**config.mk**
```make
export PLATFORM = sky130hd
export DESIGN_NAME = cm_config_master_flat
export DESIGN_NICKNAME = d
export VERILOG_FILES = /design/src/rtl/cm_config_master_if.sv /design/src/rtl/cm_config_master.sv /design/src/flat_wrapper.sv
export SDC_FILE = /design/constraint.sdc
export NUM_CORES = 1
export LEC_CHECK = 0
export ABC_AREA = 1
export CAP_MARGIN = 30
export CORE_ASPECT_RATIO = 0.9
export CORE_MARGIN = 2
export CORE_UTILIZATION = 60
export CTS_BUF_LIST = sky130_fd_sc_hd__clkbuf_8
export CTS_CLUSTER_SIZE = 24
export DETAILED_ROUTE_END_ITERATION = 10
export HOLD_SLACK_MARGIN = 0.02
export MAX_ROUTING_LAYER = met4
export PLACE_DENSITY = 0.95
export SLEW_MARGIN = 20
export SYNTH_ARGS = -nofsm -noshare
export SYNTH_HDL_FRONTEND = slang
export SYNTH_SLANG_ARGS = --single-unit
```
**constraint.sdc**
```tcl
create_clock -name clk -period 3.65 [get_ports clk]
set_clock_uncertainty 0.15 [all_clocks]
set_input_delay 1.095 -clock clk [delete_from_list [all_inputs] [get_ports clk]]
set_output_delay 1.095 -clock clk [all_outputs]
set_load 0.02 [all_outputs]
```
**src/rtl/cm_config_master_if.sv**
```systemverilog
`default_nettype none
// ============================================================================
// Module      : cm_config_master_if
// Description : Signal bundle for the CM configuration master. It carries the
//               command-side handshake (cmd_*) and the configuration bus
//               (c_*). The bus valid is active low. c_ready idles high and is
//               pulsed low by the addressed responder.
// Ports       : none; signals only.
//   master modport : seen from cm_config_master
//                    in : cmd_addr, cmd_data, cmd_valid, c_ready
//                    out: cmd_ready, c_addr, c_data, c_valid
//   slave  modport : seen from the command source and bus responder
//                    (the same signals with directions swapped)
// Revision    : 1.0 - initial release
// ============================================================================
interface cm_config_master_if #(
    parameter int c_addr_WIDTH = 4,
    parameter int c_data_WIDTH = 16
) ();
    // Command side
    logic [c_addr_WIDTH-1:0] cmd_addr;
    logic [c_data_WIDTH-1:0] cmd_data;
    logic                    cmd_valid;
    logic                    cmd_ready;

    // Configuration bus side
    logic [c_addr_WIDTH-1:0] c_addr;
    logic [c_data_WIDTH-1:0] c_data;
    logic                    c_valid;   // active low
    logic                    c_ready;   // pulsed low by responder

    modport master (
        input  cmd_addr, cmd_data, cmd_valid, c_ready,
        output cmd_ready, c_addr, c_data, c_valid
    );

    modport slave (
        output cmd_addr, cmd_data, cmd_valid, c_ready,
        input  cmd_ready, c_addr, c_data, c_valid
    );
endinterface
`default_nettype wire

```
**src/rtl/cm_config_master.sv**
```systemverilog
`default_nettype none
// ============================================================================
// Module      : cm_config_master
// Description : Initiator for the CM configuration bus. Write commands are
//               queued in a small FIFO and issued one at a time with an
//               active-low valid / ready-pulse handshake. Any transfer that is
//               not acknowledged, and any release phase that stalls, is
//               abandoned after a bounded timeout and flagged.
// Ports       : clk         - clock, rising edge
//               rst         - synchronous active-high reset
//               bus         - cm_config_master_if.master (cmd_* and c_*)
//               timeout_clr - clears the sticky timeout flag
//               busy        - FSM not idle or FIFO not empty
//               timeout_err - sticky timeout flag
//               tx_count    - acknowledged transfers, wraps at 256
// Revision    : 1.0 - initial release
// ============================================================================
module cm_config_master #(
    parameter int c_addr_WIDTH   = 4,
    parameter int c_data_WIDTH   = 16,
    parameter int FIFO_DEPTH     = 4,
    parameter int TIMEOUT_CYCLES = 255,
    parameter int TIMEOUT_WIDTH  = 8
) (
    input  wire logic              clk,
    input  wire logic              rst,
    cm_config_master_if.master     bus,
    input  wire logic              timeout_clr,
    output logic                   busy,
    output logic                   timeout_err,
    output logic [7:0]             tx_count
);

    localparam int PTR_W   = (FIFO_DEPTH > 1) ? $clog2(FIFO_DEPTH) : 1;
    localparam int CNT_W   = PTR_W + 1;
    localparam int ENTRY_W = c_addr_WIDTH + c_data_WIDTH;

    localparam logic [CNT_W-1:0]         FIFO_FULL  = CNT_W'(FIFO_DEPTH);
    localparam logic [TIMEOUT_WIDTH-1:0] TIMER_LAST = TIMEOUT_WIDTH'(TIMEOUT_CYCLES - 1);

    typedef enum logic [1:0] {
        ST_IDLE      = 2'd0,
        ST_DRIVE     = 2'd1,
        ST_WAIT_IDLE = 2'd2
    } state_t;

    // ------------------------------------------------------------------
    // Command FIFO
    // ------------------------------------------------------------------
    logic [ENTRY_W-1:0] r_mem [FIFO_DEPTH];
    logic [PTR_W-1:0]   r_wr_ptr;
    logic [PTR_W-1:0]   r_rd_ptr;
    logic [CNT_W-1:0]   r_count;

    logic w_cmd_ready;
    logic w_push;
    logic w_pop;

    // Readiness depends only on the registered count, so a pop in the same
    // cycle never lets a push slip into a full FIFO.
    assign w_cmd_ready   = (r_count != FIFO_FULL);
    assign w_push        = bus.cmd_valid & w_cmd_ready;
    assign bus.cmd_ready = w_cmd_ready;

    always_ff @(posedge clk) begin
        if (w_push) begin
            r_mem[r_wr_ptr] <= {bus.cmd_addr, bus.cmd_data};
        end
    end

    always_ff @(posedge clk) begin
        if (rst) begin
            r_wr_ptr <= '0;
            r_rd_ptr <= '0;
            r_count  <= '0;
        end else begin
            if (w_push) begin
                r_wr_ptr <= r_wr_ptr + 1'b1;
            end
            if (w_pop) begin
                r_rd_ptr <= r_rd_ptr + 1'b1;
            end
            case ({w_push, w_pop})
                2'b10:   r_count <= r_count + 1'b1;
                2'b01:   r_count <= r_count - 1'b1;
                default: r_count <= r_count;
            endcase
        end
    end

    // ------------------------------------------------------------------
    // Bus FSM
    // ------------------------------------------------------------------
    state_t                   r_state;
    state_t                   w_state_next;
    logic                     r_c_valid;
    logic                     w_c_valid_next;
    logic [c_addr_WIDTH-1:0]  r_c_addr;
    logic [c_data_WIDTH-1:0]  r_c_data;
    logic [TIMEOUT_WIDTH-1:0] r_timer;
    logic [TIMEOUT_WIDTH-1:0] w_timer_next;
    logic                     w_load;
    logic                     w_tx_inc;
    logic                     w_to_set;
    logic                     r_timeout_err;
    logic [7:0]               r_tx_count;

    always_ff @(posedge clk) begin
        if (rst) begin
            r_state       <= ST_IDLE;
            r_c_valid     <= 1'b1;
            r_c_addr      <= '0;
            r_c_data      <= '0;
            r_timer       <= '0;
            r_timeout_err <= 1'b0;
            r_tx_count    <= '0;
        end else begin
            r_state   <= w_state_next;
            r_c_valid <= w_c_valid_next;
            r_timer   <= w_timer_next;
            if (w_load) begin
                {r_c_addr, r_c_data} <= r_mem[r_rd_ptr];
            end
            if (w_tx_inc) begin
                r_tx_count <= r_tx_count + 8'd1;
            end
            // A new timeout wins over a simultaneous clear.
            if (w_to_set) begin
                r_timeout_err <= 1'b1;
            end else if (timeout_clr) begin
                r_timeout_err <= 1'b0;
            end
        end
    end

    always_comb begin
        w_state_next   = r_state;
        w_c_valid_next = r_c_valid;
        w_timer_next   = r_timer;
        w_pop          = 1'b0;
        w_load         = 1'b0;
        w_tx_inc       = 1'b0;
        w_to_set       = 1'b0;

        case (r_state)
            ST_IDLE: begin
                w_c_valid_next = 1'b1;
                w_timer_next   = '0;
                if (r_count != '0) begin
                    w_pop          = 1'b1;
                    w_load         = 1'b1;
                    w_c_valid_next = 1'b0;
                    w_state_next   = ST_DRIVE;
                end
            end

            ST_DRIVE: begin
                if (!bus.c_ready) begin
                    w_c_valid_next = 1'b1;
                    w_tx_inc       = 1'b1;
                    w_timer_next   = '0;
                    w_state_next   = ST_WAIT_IDLE;
                end else if (r_timer == TIMER_LAST) begin
                    // Unacknowledged write is dropped, not retried.
                    w_c_valid_next = 1'b1;
                    w_to_set       = 1'b1;
                    w_timer_next   = '0;
                    w_state_next   = ST_WAIT_IDLE;
                end else begin
                    w_timer_next = r_timer + 1'b1;
                end
            end

            ST_WAIT_IDLE: begin
                // Hold off the next transfer until the responder's ready
                // pulse has finished, so it is not mistaken for a new ack.
                if (bus.c_ready) begin
                    w_timer_next = '0;
                    w_state_next = ST_IDLE;
                end else if (r_timer == TIMER_LAST) begin
                    w_to_set     = 1'b1;
                    w_timer_next = '0;
                    w_state_next = ST_IDLE;
                end else begin
                    w_timer_next = r_timer + 1'b1;
                end
            end

            default: begin
                w_c_valid_next = 1'b1;
                w_timer_next   = '0;
                w_state_next   = ST_IDLE;
            end
        endcase
    end

    assign bus.c_valid = r_c_valid;
    assign bus.c_addr  = r_c_addr;
    assign bus.c_data  = r_c_data;
    assign busy        = (r_state != ST_IDLE) || (r_count != '0);
    assign timeout_err = r_timeout_err;
    assign tx_count    = r_tx_count;

endmodule
`default_nettype wire
```
**src/flat_wrapper.sv**
```systemverilog
// flat-port wrapper written by rule: the top's interface ports become plain ports
module cm_config_master_flat 
#(
    parameter int c_addr_WIDTH   = 4,
    parameter int c_data_WIDTH   = 16,
    parameter int FIFO_DEPTH     = 4,
    parameter int TIMEOUT_CYCLES = 255,
    parameter int TIMEOUT_WIDTH  = 8
)
  (clk, rst, timeout_clr, busy, timeout_err, tx_count, bus_cmd_addr, bus_cmd_data, bus_cmd_valid, bus_c_ready, bus_cmd_ready, bus_c_addr, bus_c_data, bus_c_valid);
  cm_config_master_if #(.c_addr_WIDTH(c_addr_WIDTH), .c_data_WIDTH(c_data_WIDTH)) bus_i ();
  input  wire logic clk;
  input  wire logic rst;
  input  wire logic timeout_clr;
  output logic busy;
  output logic timeout_err;
  output logic [7:0] tx_count;
  input wire logic [$bits(bus_i.cmd_addr)-1:0] bus_cmd_addr;
  input wire logic [$bits(bus_i.cmd_data)-1:0] bus_cmd_data;
  input wire logic [$bits(bus_i.cmd_valid)-1:0] bus_cmd_valid;
  input wire logic [$bits(bus_i.c_ready)-1:0] bus_c_ready;
  output wire logic [$bits(bus_i.cmd_ready)-1:0] bus_cmd_ready;
  output wire logic [$bits(bus_i.c_addr)-1:0] bus_c_addr;
  output wire logic [$bits(bus_i.c_data)-1:0] bus_c_data;
  output wire logic [$bits(bus_i.c_valid)-1:0] bus_c_valid;
  assign bus_i.cmd_addr = bus_cmd_addr;
  assign bus_i.cmd_data = bus_cmd_data;
  assign bus_i.cmd_valid = bus_cmd_valid;
  assign bus_i.c_ready = bus_c_ready;
  assign bus_cmd_ready = bus_i.cmd_ready;
  assign bus_c_addr = bus_i.c_addr;
  assign bus_c_data = bus_i.c_data;
  assign bus_c_valid = bus_i.c_valid;
  cm_config_master #(.c_addr_WIDTH(c_addr_WIDTH), .c_data_WIDTH(c_data_WIDTH), .FIFO_DEPTH(FIFO_DEPTH), .TIMEOUT_CYCLES(TIMEOUT_CYCLES), .TIMEOUT_WIDTH(TIMEOUT_WIDTH)) u_core (.clk(clk), .rst(rst), .bus(bus_i), .timeout_clr(timeout_clr), .busy(busy), .timeout_err(timeout_err), .tx_count(tx_count));
endmodule
```
==> reports/qor.csv <==
metric,value,unit
status,"finished, final reports clean",
post-synthesis mux area share,0,%
pin slew with the least headroom to its limit,628,ps
Post-synth top cells,"nor2_1, edfxtp_1, o21ai_1",
clk slew on worst S/H paths,80,ps
Hold Path End,u_core.bus.c_valid$_SDFFE_PP1P_,
Setup TNS,0,ps
Post-synth EDFFs,80,
Critical Path Source Type,flop,
RSZ-0062 raised after global routing,false,
overall routing resource usage,27.3,%
Sinks on Clock Net,127,
CTS Buf Count,17,
Critical Path RT,2400,ps
Resized Gates After CTS,0,
CTS root buf,clkbuf_8,
syn_nets,545,
Syn Inst Count,507,
top-count cell post-synth,nor2_1,
die height,92.3,um
Synth Area in Compound Gates,8.32,%
Yosys top cell by area,edfxtp_1,
Post-Syn Area,0.00520,mm2
IO Pins,57,
final hold viol count,0,
Residual DRC,0,
Critical Path AT,1980,ps
Setup WS pre-CTS,678,ps
register bit total from synthesis,127,
Syn Area/Cell,10.3,um2
clock period minus worst slack,3220,ps
Worst Hold Launch,u_core.bus.c_valid$_SDFFE_PP1P_,
Hold Crit Class,flop to flop,
WHS,328,ps
P&R area growth vs syn,19.3,%
vias,3875,
"Period Utilization, post-route",88.2,%
Crit Path Category,flop to output pin,
core area,0.00849,mm2
Synth Area in XOR/XNOR,0.842,%
Clock Latency Late Sink,440,ps
Vias/cell,5.54,
largest family of logic cells by synthesized area,simple AND/OR/NAND/NOR gates,
FF-to-FF setup slack,700,ps
Initial DRC Count,281,
Avg WL per Cell,16.6,um
CTS tree,done,
CP Capture Type,output pin,
Filler cells,536,
top post-synthesis cells by area,"edfxtp_1, dfxtp_1, nor2_1",
Slew HR,58.1,%
Routed WL,11600,um
final setup margin,430,ps
Max rail drop VDD,0.395,mV
Worst Reg-to-Reg Cells,11,
IO Port Bufs,56,
Die Wd,102,um
H-tree levels,4,
Post-CTS Hold Buffers,0,
initial antenna violation count,0,
global-route wire length before repair,18700,um
post-route cell area,0.00621,mm2
hpwl dp,6890,um
distinct cell type count after synthesis,31,
pwr dens,776,mW/mm2
Crit Path Max Fanout,5,
total iterations of the first detailed-routing run,6,
Placed Instance Area,0.00582,mm2
Worst Hold Path Cells,2,
final setup fails,0,
gr ovfl total,0,
synth warn,0,
Yosys top cell area share,46.2,%
Worst R2R Start,u_core.r_state[1]$_SDFFE_PP0P_,
"Seq/Total Area, Yosys",64.3,%
RR Endpoint,u_core.r_count[2]$_SDFFE_PP0P_,
Async SR Flop Fraction,0,%
post-CTS setup buffer count,0,
# nets final,606,
Max-cap violations,0,
Max Slew Vio Count,0,
Longest Clk Path Bufs,2,
Initial Utilization,61.3,%
largest net degree at the start of global routing,44,
f_max,311,MHz
cell row count,32,
simple-gate share of the synthesized area,18.4,%
Post-Synth Adder-Cell Area,3.27,%
Antenna Cells,0,
vias in the first global route,4027,
post-route ant nets,0,
ys flop type,edfxtp_1,
Final Wtd Congestion,0.865,
full die area,0.00943,mm2
Pleak,2.32,nW
share of layout cells above drive strength 1,10.7,%
==> how the worst max path moves through the flow <==
stage | from | to | slack [ps] | depth (start not counted)
4_1_cts | u_core.r_state[0]$_SDFFE_PP0P_ | busy | 430 | 4
6_report | u_core.r_state[0]$_SDFFE_PP0P_ | busy | 430 | 4
3_3_place_gp | bus_cmd_valid | u_core.r_count[2]$_SDFFE_PP0P_ | 770 | 9
3_5_place_dp | bus_cmd_valid | u_core.r_count[2]$_SDFFE_PP0P_ | 680 | 9
2_1_floorplan | bus_cmd_valid | u_core.r_mem[0][0]$_DFFE_PP_ | 1020 | 2
5_1_grt | u_core.r_state[0]$_SDFFE_PP0P_ | busy | 360 | 4
==> worst max-delay path, cell delays in order (launching register included) <==
cell and delay (ps):
dfxtp_1 360, inv_1 90, ha_1 240, nand4_1 200, clkdlybuf4s50_1 640
==> sequential cells by signal (all words and copies together), names as in the netlist <==
| name | count |
|---|---|
| u_core.tx_count | 8 |
| u_core.r_timer | 8 |
| u_core.bus.c_valid | 1 |
| u_core.bus.c_addr | 4 |
| u_core.r_wr_ptr | 2 |
| u_core.bus.c_data | 16 |
| u_core.r_mem | 80 |
| u_core.r_rd_ptr | 2 |
| u_core.r_state | 2 |
| u_core.timeout_err | 1 |
| u_core.r_count | 3 |
==> cells in the final DEF (no fill, tap or decap), types with 2 or more instances in the layout <==
cell / n
nand4_1: 2
clkdlybuf4s50_1: 56
o21ai_0: 8
nand3_1: 12
clkbuf_8: 19
inv_1: 25
nor2_1: 146
xor2_1: 4
nand2_1: 48
o21ai_1: 63
buf_4: 6
inv_2: 8
nand3_2: 3
bufinv_16: 2
edfxtp_1: 80
clkinvlp_4: 2
ha_1: 12
nand2_2: 5
dfxtp_1: 47
nor2_4: 3
nor2_2: 2
clkinv_2: 4
a21oi_1: 12
==> per-layer routing <==
layer / up-vias / global-route usage (%) / wire, um
li1: 1812 / - / -
met1: 1824 / 30.4 / 4430
met2: 202 / 44.4 / 6040
met3: 37 / 7.40 / 869
met4: 0 / 15.1 / 304
met5: - / - / 0
==> kinds of logic after synthesis <==
family | Yosys count
simple gates | 226
xor+xnor | 5
compound gates | 85
buf+inv | 51
flops | 127
fa+ha+maj | 13
==> area by class of cell <==
cell class	instances	area, um2	area share, %
well taps	119	149	2.40
repair buffers	62	606	9.75
inverters	31	119	1.91
clock inverters	13	124	2.00
multi-input cells	329	1610	25.9
clock buffers	19	262	4.21
flip-flops and latches	127	3340	53.8
==> stage by stage <==
| stage | util [%] | total power [mW] | cells |
|---|---|---|---|
| final | 73.1 | 4.82 | 700 |
| after global routing | 73.1 | 5.06 | 700 |
| after CTS | 73.1 | 4.81 | 700 |
| after detailed placement | 68.6 | 3.62 | 668 |
| after global placement | 68.6 | 3.51 | 668 |
| after floorplan | - | 3.09 | 507 |
==> power by group <==
group / leakage, nW / switching, mW / internal (mW)
Clock: 0.205 / 0.539 / 0.633
Sequential: 1.12 / 0.128 / 1.80
Combinational: 0.998 / 1.13 / 0.596
Total: 2.32 / 1.80 / 3.03
Note: power is estimated with default switching activity, not from simulation.
